$ cat src/rtl/rf_wb_arbiter_pkg.sv
// Shared definitions for the register-file writeback arbiter: FSM encoding,
// register-file geometry defaults and the timeout counter sizing helper.
package rf_wb_arbiter_pkg;

    // Register-file geometry defaults, shared with the register file itself.
    localparam int RF_DATA_W = 32;
    localparam int RF_ADDR_W = 5;

    // Architectural zero register: writes to it are accepted and dropped.
    localparam int REG_ZERO = 0;

    // Writeback FSM states.
    typedef enum logic [0:0] {
        ST_IDLE  = 1'b0,
        ST_WRITE = 1'b1
    } wb_state_e;

    // Width of the WRITE-cycle counter; one extra bit keeps the increment on
    // the final timeout cycle from wrapping.
    function automatic int cnt_width(input int ack_timeout);
        return $clog2(ack_timeout) + 1;
    endfunction

endpackage

$ cat src/rtl/rf_wb_arbiter_rr.sv
// Two-way round-robin selector: picks the single valid requester, or on a
// tie the requester that did not win last time.
module rr_arbiter2 (
    input  logic [1:0] valid,
    input  logic       last_grant,
    output logic [1:0] grant,
    output logic       grant_id
);

    // Choose the winner and drive its one-hot grant.
    always_comb begin
        grant    = 2'b00;
        grant_id = 1'b0;
        case (valid)
            2'b01: begin
                grant    = 2'b01;
                grant_id = 1'b0;
            end
            2'b10: begin
                grant    = 2'b10;
                grant_id = 1'b1;
            end
            2'b11: begin
                grant_id = ~last_grant;
                if (last_grant) begin
                    grant = 2'b01;
                end else begin
                    grant = 2'b10;
                end
            end
            default: begin
                grant    = 2'b00;
                grant_id = 1'b0;
            end
        endcase
    end

endmodule

$ cat src/rtl/rf_wb_arbiter.sv
// Shares the register file's single write port between the ALU writeback
// (requester 0) and the load writeback (requester 1). One request is accepted
// at a time; the write is held until the register file acknowledges it or the
// acknowledge timeout expires.
module rf_wb_arbiter
    import rf_wb_arbiter_pkg::*;
#(
    parameter int DATA_W      = RF_DATA_W,
    parameter int ADDR_W      = RF_ADDR_W,
    parameter int ACK_TIMEOUT = 8
) (
    input  logic              clk,
    input  logic              rst,
    input  logic              req0_valid,
    input  logic [ADDR_W-1:0] req0_rd,
    input  logic [DATA_W-1:0] req0_data,
    output logic              req0_ready,
    input  logic              req1_valid,
    input  logic [ADDR_W-1:0] req1_rd,
    input  logic [DATA_W-1:0] req1_data,
    output logic              req1_ready,
    output logic              rf_write,
    output logic [ADDR_W-1:0] rf_rd,
    output logic [DATA_W-1:0] rf_data,
    input  logic              rf_write_finish,
    output logic              busy,
    output logic              pend_valid,
    output logic [ADDR_W-1:0] pend_rd,
    output logic              err_timeout
);

    localparam int                CNT_W     = cnt_width(ACK_TIMEOUT);
    localparam logic [CNT_W-1:0]  CNT_ZERO  = CNT_W'(0);
    localparam logic [CNT_W-1:0]  CNT_ONE   = CNT_W'(1);
    localparam logic [CNT_W-1:0]  CNT_LAST  = CNT_W'(ACK_TIMEOUT - 1);
    localparam logic [ADDR_W-1:0] RD_ZERO   = ADDR_W'(REG_ZERO);

    wb_state_e         state_q,       state_d;
    logic              rf_write_q,    rf_write_d;
    logic [ADDR_W-1:0] rf_rd_q,       rf_rd_d;
    logic [DATA_W-1:0] rf_data_q,     rf_data_d;
    logic              pend_valid_q,  pend_valid_d;
    logic [ADDR_W-1:0] pend_rd_q,     pend_rd_d;
    logic              busy_q,        busy_d;
    logic              err_timeout_q, err_timeout_d;
    logic              last_grant_q,  last_grant_d;
    logic [CNT_W-1:0]  cnt_q,         cnt_d;

    logic [1:0]        grant_s;
    logic              grant_id_s;
    logic [1:0]        ready_s;
    logic              xfer_s;
    logic [ADDR_W-1:0] sel_rd_s;
    logic [DATA_W-1:0] sel_data_s;

    rr_arbiter2 u_rr (
        .valid      ({req1_valid, req0_valid}),
        .last_grant (last_grant_q),
        .grant      (grant_s),
        .grant_id   (grant_id_s)
    );

    // Ready goes only to the selected valid requester, only while idle and
    // never while reset is asserted; the grant is one-hot so at most one fires.
    always_comb begin
        ready_s = 2'b00;
        if (!rst && (state_q == ST_IDLE)) begin
            ready_s = grant_s;
        end else begin
            ready_s = 2'b00;
        end
    end

    assign req0_ready = ready_s[0];
    assign req1_ready = ready_s[1];
    assign xfer_s     = |ready_s;

    // Route the winning requester's destination and payload.
    always_comb begin
        sel_rd_s   = req0_rd;
        sel_data_s = req0_data;
        if (grant_id_s) begin
            sel_rd_s   = req1_rd;
            sel_data_s = req1_data;
        end else begin
            sel_rd_s   = req0_rd;
            sel_data_s = req0_data;
        end
    end

    // Next-state logic: accept in IDLE, hold the write in WRITE until the
    // acknowledge arrives or the timeout window closes.
    always_comb begin
        state_d       = state_q;
        rf_write_d    = rf_write_q;
        rf_rd_d       = rf_rd_q;
        rf_data_d     = rf_data_q;
        pend_valid_d  = pend_valid_q;
        pend_rd_d     = pend_rd_q;
        busy_d        = busy_q;
        err_timeout_d = err_timeout_q;
        last_grant_d  = last_grant_q;
        cnt_d         = cnt_q;
        case (state_q)
            ST_IDLE: begin
                if (xfer_s) begin
                    // Every transfer moves fairness, r0 discards included.
                    last_grant_d = grant_id_s;
                    if (sel_rd_s != RD_ZERO) begin
                        state_d      = ST_WRITE;
                        rf_write_d   = 1'b1;
                        rf_rd_d      = sel_rd_s;
                        rf_data_d    = sel_data_s;
                        pend_valid_d = 1'b1;
                        pend_rd_d    = sel_rd_s;
                        busy_d       = 1'b1;
                        cnt_d        = CNT_ZERO;
                    end else begin
                        // r0 write: acknowledged, nothing issued.
                        state_d = ST_IDLE;
                    end
                end else begin
                    state_d = ST_IDLE;
                end
            end
            ST_WRITE: begin
                cnt_d = cnt_q + CNT_ONE;
                if (rf_write_finish) begin
                    // Acknowledge wins even on the last timeout cycle.
                    state_d      = ST_IDLE;
                    rf_write_d   = 1'b0;
                    pend_valid_d = 1'b0;
                    busy_d       = 1'b0;
                end else if (cnt_q == CNT_LAST) begin
                    state_d       = ST_IDLE;
                    rf_write_d    = 1'b0;
                    pend_valid_d  = 1'b0;
                    busy_d        = 1'b0;
                    err_timeout_d = 1'b1;
                end else begin
                    state_d = ST_WRITE;
                end
            end
            default: begin
                state_d      = ST_IDLE;
                rf_write_d   = 1'b0;
                pend_valid_d = 1'b0;
                busy_d       = 1'b0;
            end
        endcase
    end

    // State and output registers; reset abandons any write in flight.
    always_ff @(posedge clk) begin
        if (rst) begin
            state_q       <= ST_IDLE;
            rf_write_q    <= 1'b0;
            rf_rd_q       <= RD_ZERO;
            rf_data_q     <= DATA_W'(0);
            pend_valid_q  <= 1'b0;
            pend_rd_q     <= RD_ZERO;
            busy_q        <= 1'b0;
            err_timeout_q <= 1'b0;
            last_grant_q  <= 1'b1;
            cnt_q         <= CNT_ZERO;
        end else begin
            state_q       <= state_d;
            rf_write_q    <= rf_write_d;
            rf_rd_q       <= rf_rd_d;
            rf_data_q     <= rf_data_d;
            pend_valid_q  <= pend_valid_d;
            pend_rd_q     <= pend_rd_d;
            busy_q        <= busy_d;
            err_timeout_q <= err_timeout_d;
            last_grant_q  <= last_grant_d;
            cnt_q         <= cnt_d;
        end
    end

    assign rf_write    = rf_write_q;
    assign rf_rd       = rf_rd_q;
    assign rf_data     = rf_data_q;
    assign pend_valid  = pend_valid_q;
    assign pend_rd     = pend_rd_q;
    assign busy        = busy_q;
    assign err_timeout = err_timeout_q;

endmodule

$ cat config.mk
export PLATFORM = sky130hd
export DESIGN_NAME = rf_wb_arbiter
export DESIGN_NICKNAME = d
export VERILOG_FILES = /design/src/rtl/rf_wb_arbiter_pkg.sv /design/src/rtl/rf_wb_arbiter_rr.sv /design/src/rtl/rf_wb_arbiter.sv
export SDC_FILE = /design/constraint.sdc
export NUM_CORES = 1
export LEC_CHECK = 0
export ABC_AREA = 0
export CELL_PAD_IN_SITES_DETAIL_PLACEMENT = 1
export CELL_PAD_IN_SITES_GLOBAL_PLACEMENT = 2
export CORE_ASPECT_RATIO = 0.5
export CORE_UTILIZATION = 23
export DETAILED_ROUTE_END_ITERATION = 8
export PLACE_DENSITY_LB_ADDON = 0.1
export SYNTH_ARGS = -nofsm -noshare
export SYNTH_HDL_FRONTEND = slang
export SYNTH_HIERARCHICAL = 1
export SYNTH_SLANG_ARGS = --single-unit
$ cat constraint.sdc
create_clock -name clk -period 4.5 [get_ports clk]
set_clock_uncertainty 0.1 [all_clocks]
set_input_delay 1.35 -clock clk [delete_from_list [all_inputs] [get_ports clk]]
set_output_delay 1.35 -clock clk [all_outputs]
set_load 0.02 [all_outputs]
==> flow_metrics.py, run 1 <==
metrics = {
    "sta": {
        "finalHoldViolations": 0,
        "final_max_slew_viol_count": 0,
        "timing.final.crit_share_pct": 97.0,
        "layout_min_cycle_time_ps": 4370,
        "fmax_mhz": 229,
        "slew_headroom_pct": 59.8,
        "tns_ps": 0,
        "rsz0062_at_grt": "false",
        "max_slew.worst_pin.slew_ps": 604,
        "setup_viol_count_final": 0,
    },
    "clocking": {
        "clock_latency_ps": 280,
        "tritoncts": "built",
        "cts_buffers": 5,
        "cts_sinks": 45,
        "htreeDepth": 2,
        "cts.path.max_buffers": 2,
        "path_clk_slew_ps": 60,
        "cts_root_buf": "clkbuf_16",
    },
    "final_layout": {
        "antenna_cells": 0,
        "drive_above_1_share_pct": 10.7,
        "finish.net_count": 416,
        "area_growth_pct": 63.3,
        "nFillCells": 1075,
    },
    "synthesis": {
        "synth_cell_types": 38,
        "synth_cells": 227,
        "synth_area_um2": 2280,
        "synth-seq-area-share_pct": 39.5,
        "synth_nets": 307,
        "ys_ff_latch": 45,
        "avgSynthCellArea_um2": 10.1,
        "yosys_warnings": 6,
    },
    "die": {
        "die_x_um": 143,
        "start_util_pct": 23.9,
        "coreArea_um2": 9540,
        "io_pins": 127,
        "rows": 25,
        "die-area_um2": 10400,
        "die_y_um": 72.5,
    },
    "critical_path": {
        "worstReg2RegStart": "last_grant_q",
        "cpMostUsedCell": "clkdlybuf4s50_1",
        "path_max_fanout": 3,
        "arrival_ps": 2920,
        "r2r_end": "rf_data[6]",
        "start_kind": "input port",
        "cp-end-kind": "output port",
        "worstRegToRegCells": 6,
        "r2r_setup_slack_ps": 2070,
        "crit_path_cell_trace": "clkdlybuf4s50_1, a21boi_1, and2_1, clkdlybuf4s50_1",
        "critPathKind": "input port to output port",
        "slowest_delay_ps": 600,
        "worstPathRequired_ps": 3050,
        "slowest_stage": "clkdlybuf4s50_1",
    },
    "pwr": {
        "ir_drop_mv": 0.133,
        "p_leak_nw": 1.31,
        "finalPower_mw": 1.19,
        "pwr_density_cell_nw_per_um2": 319,
    },
    "global_route": {
        "grt_first_pass_wirelength_mm": 11.3,
        "antenna_found_initial": 0,
        "gr-total-overflow": 0,
        "grtUsageTotal_pct": 14.0,
        "grt_pass1_vias": 2238,
        "grt_start_max_net_pins": 46,
    },
    "placed_design": {
        "hpwl_mm": 5.06,
        "port_buffers": 126,
        "place_congestion": 0.706,
    },
    "min_path": {
        "whs_path_depth": 2,
        "holdPathEnd": "err_timeout",
        "hold_path_class": "flop to flop",
        "min-delay-start": "err_timeout",
    },
    "status": {
        "status": "completed",
    },
    "drt": {
        "routedWlPerCell_um": 14.9,
        "drc": 0,
        "drtIter0Drc": 58,
        "wl_mm": 7.00,
        "via_count": 2165,
        "firstDrtPassIters": 3,
        "vias_per_cell": 4.60,
        "ant_nets": 0,
    },
    "run": {
        "drv_cap": 0,
    },
}
[layout make-up]
class | count | area [µm²] | share of cell area, %
flip-flops and latches | 45 | 901 | 24.2
repair buffers | 132 | 1300 | 34.9
inverters | 2 | 7.51 | 0.201
multi-input cells | 150 | 1210 | 32.4
clock buffers | 7 | 143 | 3.82
well taps | 135 | 169 | 4.53
[synth_stat cells]
cell	n	area [µm²]
a211oi_1	17	128
a211oi_2	17	213
a21boi_0	2	15.0
a21boi_1	1	7.51
a21oi_1	37	185
a31oi_1	1	6.26
and2_1	2	12.5
and2_4	1	8.76
and3b_1	1	8.76
buf_1	2	7.51
buf_2	9	45.0
buf_4	12	90.1
buf_6	3	33.8
clkbuf_1	4	15.0
dfxtp_1	45	901
ha_1	1	12.5
inv_1	2	7.51
mux2i_1	37	370
nand2_1	4	15.0
nand2b_1	1	6.26
nand3b_1	3	22.5
nand4_1	1	6.26
nor2_1	4	15.0
nor2_2	1	6.26
nor3_1	1	5.00
nor3_2	1	10.0
nor3b_1	2	15.0
nor4_1	1	6.26
nor4b_1	1	8.76
o21a_1	1	7.51
o21ai_0	2	10.0
o21ai_1	2	10.0
o22ai_1	1	6.26
o2bb2ai_1	3	26.3
o41ai_2	1	16.3
or3_1	1	6.26
or3b_1	1	8.76
xor2_1	1	8.76
[per-stage QoR]
stage / utilization (%) / area [µm²] / hold slack [ps] / std cells / setup WS [ps]
5_1_grt: 39.1 / 3730 / 404 / 471 / 35.1
2_1_floorplan: - / 2280 / 367 / 227 / 1180
3_3_place_gp: 37.6 / 3590 / 371 / 464 / 181
6_report: 39.1 / 3730 / 372 / 471 / 134
3_5_place_dp: 37.6 / 3590 / 363 / 464 / 109
4_1_cts: 39.1 / 3730 / 382 / 471 / 122
[layout by cell type, fill, tap and decap left out, types with 2 or more instances in the layout]
cell type	synthesis	routed
dfxtp_1	45	45
a21boi_1	1	2
buf_4	12	6
nor3b_1	2	2
nand3b_1	3	3
o21ai_0	2	2
clkdlybuf4s50_1	0	125
a211oi_2	17	17
mux2i_1	37	37
a21oi_1	37	37
and2_1	2	2
clkbuf_16	0	5
o2bb2ai_1	3	3
inv_1	2	2
o21ai_1	2	2
a211oi_1	17	17
nand2_1	4	4
nor2_1	4	4
[metal layers]
layer	track usage, %	vias to the layer above	routed length (µm)
met1	17.1	1042	3090
met2	23.6	69	3340
met5	0	-	0
met4	2.87	0	31
li1	-	1052	-
met3	5.08	2	533
[flip-flops by register name, indices dropped and copies added (netlist names)]
name	cells
last_grant_q	1
busy	1
err_timeout	1
pend_rd	5
rf_data	32
state_q	1
cnt_q	4
[where the power goes]
| part | internal [mW] | switching [mW] |
|---|---|---|
| clock | 0.218 | 0.143 |
| sequential | 0.437 | 0.0254 |
| combinational | 0.192 | 0.173 |
[kinds of logic after synthesis]
family	share of synthesized area [%]
compound gates	27.6
fa+ha+maj	0.548
xor+xnor	0.384
flops	39.5
simple gates	7.07
mux	16.2
buf+inv	8.71
[repair_timing]
action                                  4_1_cts  5_1_grt
hold buffers                                  0        0
setup buffers                                 0        0
endpoints found under the setup margin        0        1
gates resized for setup                       0        1
[worst max-delay path by stage]
stage          startpoint    endpoint  slack [ps]  cells past startpoint
5_1_grt        req0_valid  req0_ready          40                      4
3_5_place_dp   req1_valid  req1_ready         110                      4
4_1_cts        req1_valid  req1_ready         120                      4
2_1_floorplan         rst  req0_ready        1180                      3
3_3_place_gp   req1_valid  req1_ready         180                      4
6_report       req0_valid  req0_ready         130                      4
[critical path, delay by kind of cell]
family,cells,cell delay (ps)
and+or+nand+nor,1,170
buffers and inverters,2,1140
AOI/OAI and AO/OA,1,260
Note: power is estimated with default switching activity, not from simulation.
==> run 2, diff against run 1 <==
--- a/config.mk
+++ b/config.mk
@@ -6,12 +6,15 @@
 export NUM_CORES = 1
 export LEC_CHECK = 0
 export ABC_AREA = 0
+export CAP_MARGIN = 5
 export CELL_PAD_IN_SITES_DETAIL_PLACEMENT = 1
 export CELL_PAD_IN_SITES_GLOBAL_PLACEMENT = 2
 export CORE_ASPECT_RATIO = 0.5
+export CORE_MARGIN = 4
 export CORE_UTILIZATION = 23
 export DETAILED_ROUTE_END_ITERATION = 8
 export PLACE_DENSITY_LB_ADDON = 0.1
+export SKIP_CTS_REPAIR_TIMING = 1
 export SYNTH_ARGS = -nofsm -noshare
 export SYNTH_HDL_FRONTEND = slang
 export SYNTH_HIERARCHICAL = 1
==> run 2 against run 1 <==
Compared with the run above:
- flip-flop and latch count unchanged
- non-clock buffer count decreased by 2
- fmax decreased by 0.29%
- clock power about the same
- total power about the same
- core utilization decreased by 0.28 points
- critical path depth unchanged
- via count decreased by 1.9%
- wire length increased by 5.1%
- highest routed layer unchanged
==> flow_metrics.py, run 2 (synthesized netlist as in run 1, its figures left out) <==
metrics = {
    "die": {
        "die-area_um2": 11700,
        "coreArea_um2": 9570,
        "start_util_pct": 23.9,
        "io_pins": 127,
        "die_y_um": 78.5,
        "rows": 25,
        "die_x_um": 149,
    },
    "min_path": {
        "whs_path_depth": 2,
        "min-delay-start": "err_timeout",
        "hold_path_class": "flop to flop",
        "holdPathEnd": "err_timeout",
    },
    "critical_path": {
        "slowest_delay_ps": 600,
        "worstPathRequired_ps": 3050,
        "worstReg2RegStart": "last_grant_q",
        "r2r_setup_slack_ps": 2030,
        "slowest_stage": "clkdlybuf4s50_1",
        "arrival_ps": 2930,
        "critPathKind": "input port to output port",
        "cpMostUsedCell": "clkdlybuf4s50_1",
        "path_max_fanout": 3,
        "worstRegToRegCells": 5,
        "start_kind": "input port",
        "r2r_end": "rf_data[4]",
        "crit_path_cell_trace": "clkdlybuf4s50_1, a21boi_0, and2_1, clkdlybuf4s50_1",
        "cp-end-kind": "output port",
    },
    "drt": {
        "wirelength_met1_mm": 3.23,
        "routed-wl-met2_mm": 3.41,
        "vias_per_cell": 4.53,
        "wl_met3_um": 670,
        "wl_mm": 7.36,
        "ant_nets": 0,
        "top_layer": "met4",
        "via_count": 2123,
        "drtIter0Drc": 36,
        "firstDrtPassIters": 4,
        "routedWlPerCell_um": 15.7,
        "drc": 0,
    },
    "sta": {
        "fmax_mhz": 228,
        "setup_viol_count_final": 0,
        "timing.final.crit_share_pct": 97.3,
        "tns_ps": 0,
        "max_slew.worst_pin.slew_ps": 592,
        "slew_headroom_pct": 60.5,
        "worst_slack_ps": 122,
        "layout_min_cycle_time_ps": 4380,
        "rsz0062_at_grt": "false",
        "final_max_slew_viol_count": 0,
        "finalHoldViolations": 0,
    },
    "clocking": {
        "cts_buffers": 5,
        "cts_root_buf": "clkbuf_16",
        "tritoncts": "built",
        "cts.path.max_buffers": 2,
        "clock_latency_ps": 280,
        "cts_sinks": 45,
        "path_clk_slew_ps": 60,
        "htreeDepth": 2,
    },
    "final_layout": {
        "area_growth_pct": 62.7,
        "finish.net_count": 414,
        "drive_above_1_share_pct": 10.2,
        "final_cell_mix": "125 x clkdlybuf4s50_1, 45 x dfxtp_1, 37 x a21oi_1, 37 x mux2i_1",
        "antenna_cells": 0,
        "layout_commonest_cell": "clkdlybuf4s50_1",
        "largest_reg_flops": 32,
        "nFillCells": 1092,
    },
    "status": {
        "status": "completed",
    },
    "global_route": {
        "grt_pass1_vias": 2262,
        "grt_first_pass_wirelength_mm": 11.7,
        "antenna_found_initial": 0,
        "grt_start_max_net_pins": 46,
        "gr-total-overflow": 0,
        "grtUsageTotal_pct": 12.5,
    },
    "placed_design": {
        "post-place-ws_ps": 122,
        "port_buffers": 126,
        "hpwl_mm": 5.29,
        "place_congestion": 0.681,
    },
    "pwr": {
        "pwr_density_cell_nw_per_um2": 320,
        "p_leak_nw": 1.30,
        "ir_drop_mv": 0.136,
    },
    "run": {
        "drv_cap": 0,
    },
}
[run 2: changes by cell type in the layout (fill, tap and decap cells not counted)]
| cell | delta |
|---|---|
| a21boi_0 | +1 |
| a21boi_1 | -1 |
| buf_4 | -2 |
[run 2: power breakdown]
| group | internal, mW | total, mW | switching, mW |
|---|---|---|---|
| combinational | 0.190 | 0.363 | 0.174 |
| sequential | 0.437 | 0.463 | 0.0256 |
| clock | 0.218 | 0.363 | 0.145 |
[run 2: how the worst max path moves through the flow]
stage | startpoint | end | slack [ps] | depth (start not counted)
after floorplan | rst | req0_ready | 1180 | 3
after global placement | req1_valid | req1_ready | 180 | 4
after detailed placement | req0_valid | req0_ready | 120 | 4
after CTS | req1_valid | req1_ready | 110 | 4
after global routing | req1_valid | req1_ready | 70 | 4
final | req1_valid | req1_ready | 120 | 4
[run 2: final cells by class]
| type | instances | area [µm²] | share of cell area [%] |
|---|---|---|---|
| repair buffers | 130 | 1290 | 34.6 |
| multi-input cells | 150 | 1210 | 32.5 |
| flip-flops and latches | 45 | 901 | 24.3 |
| well taps | 135 | 169 | 4.55 |
| clock buffers | 7 | 143 | 3.84 |
| inverters | 2 | 7.51 | 0.202 |
[run 2: worst max-delay path: cells and delay by family]
| kind | cells | cell delay, ps |
|---|---|---|
| AOI/OAI and AO/OA | 1 | 300 |
| buffers and inverters | 2 | 1100 |
| and+or+nand+nor | 1 | 180 |
[run 2: stage by stage]
stage / hold WS [ps] / area [µm²] / instances / total power, mW / util (%)
2_1_floorplan: 367 / 2280 / 227 / 0.667 / -
3_3_place_gp: 352 / 3570 / 462 / 0.832 / 37.3
3_5_place_dp: 375 / 3570 / 462 / 0.840 / 37.3
4_1_cts: 389 / 3710 / 469 / 1.21 / 38.8
5_1_grt: 416 / 3710 / 469 / 1.26 / 38.8
6_report: 384 / 3710 / 469 / 1.19 / 38.8
[run 2: layer usage]
layer	track usage, %	up-vias
met1	14.9	998
met2	20.7	71
met5	0	-
li1	-	1050
met3	6.00	4
met4	2.47	0
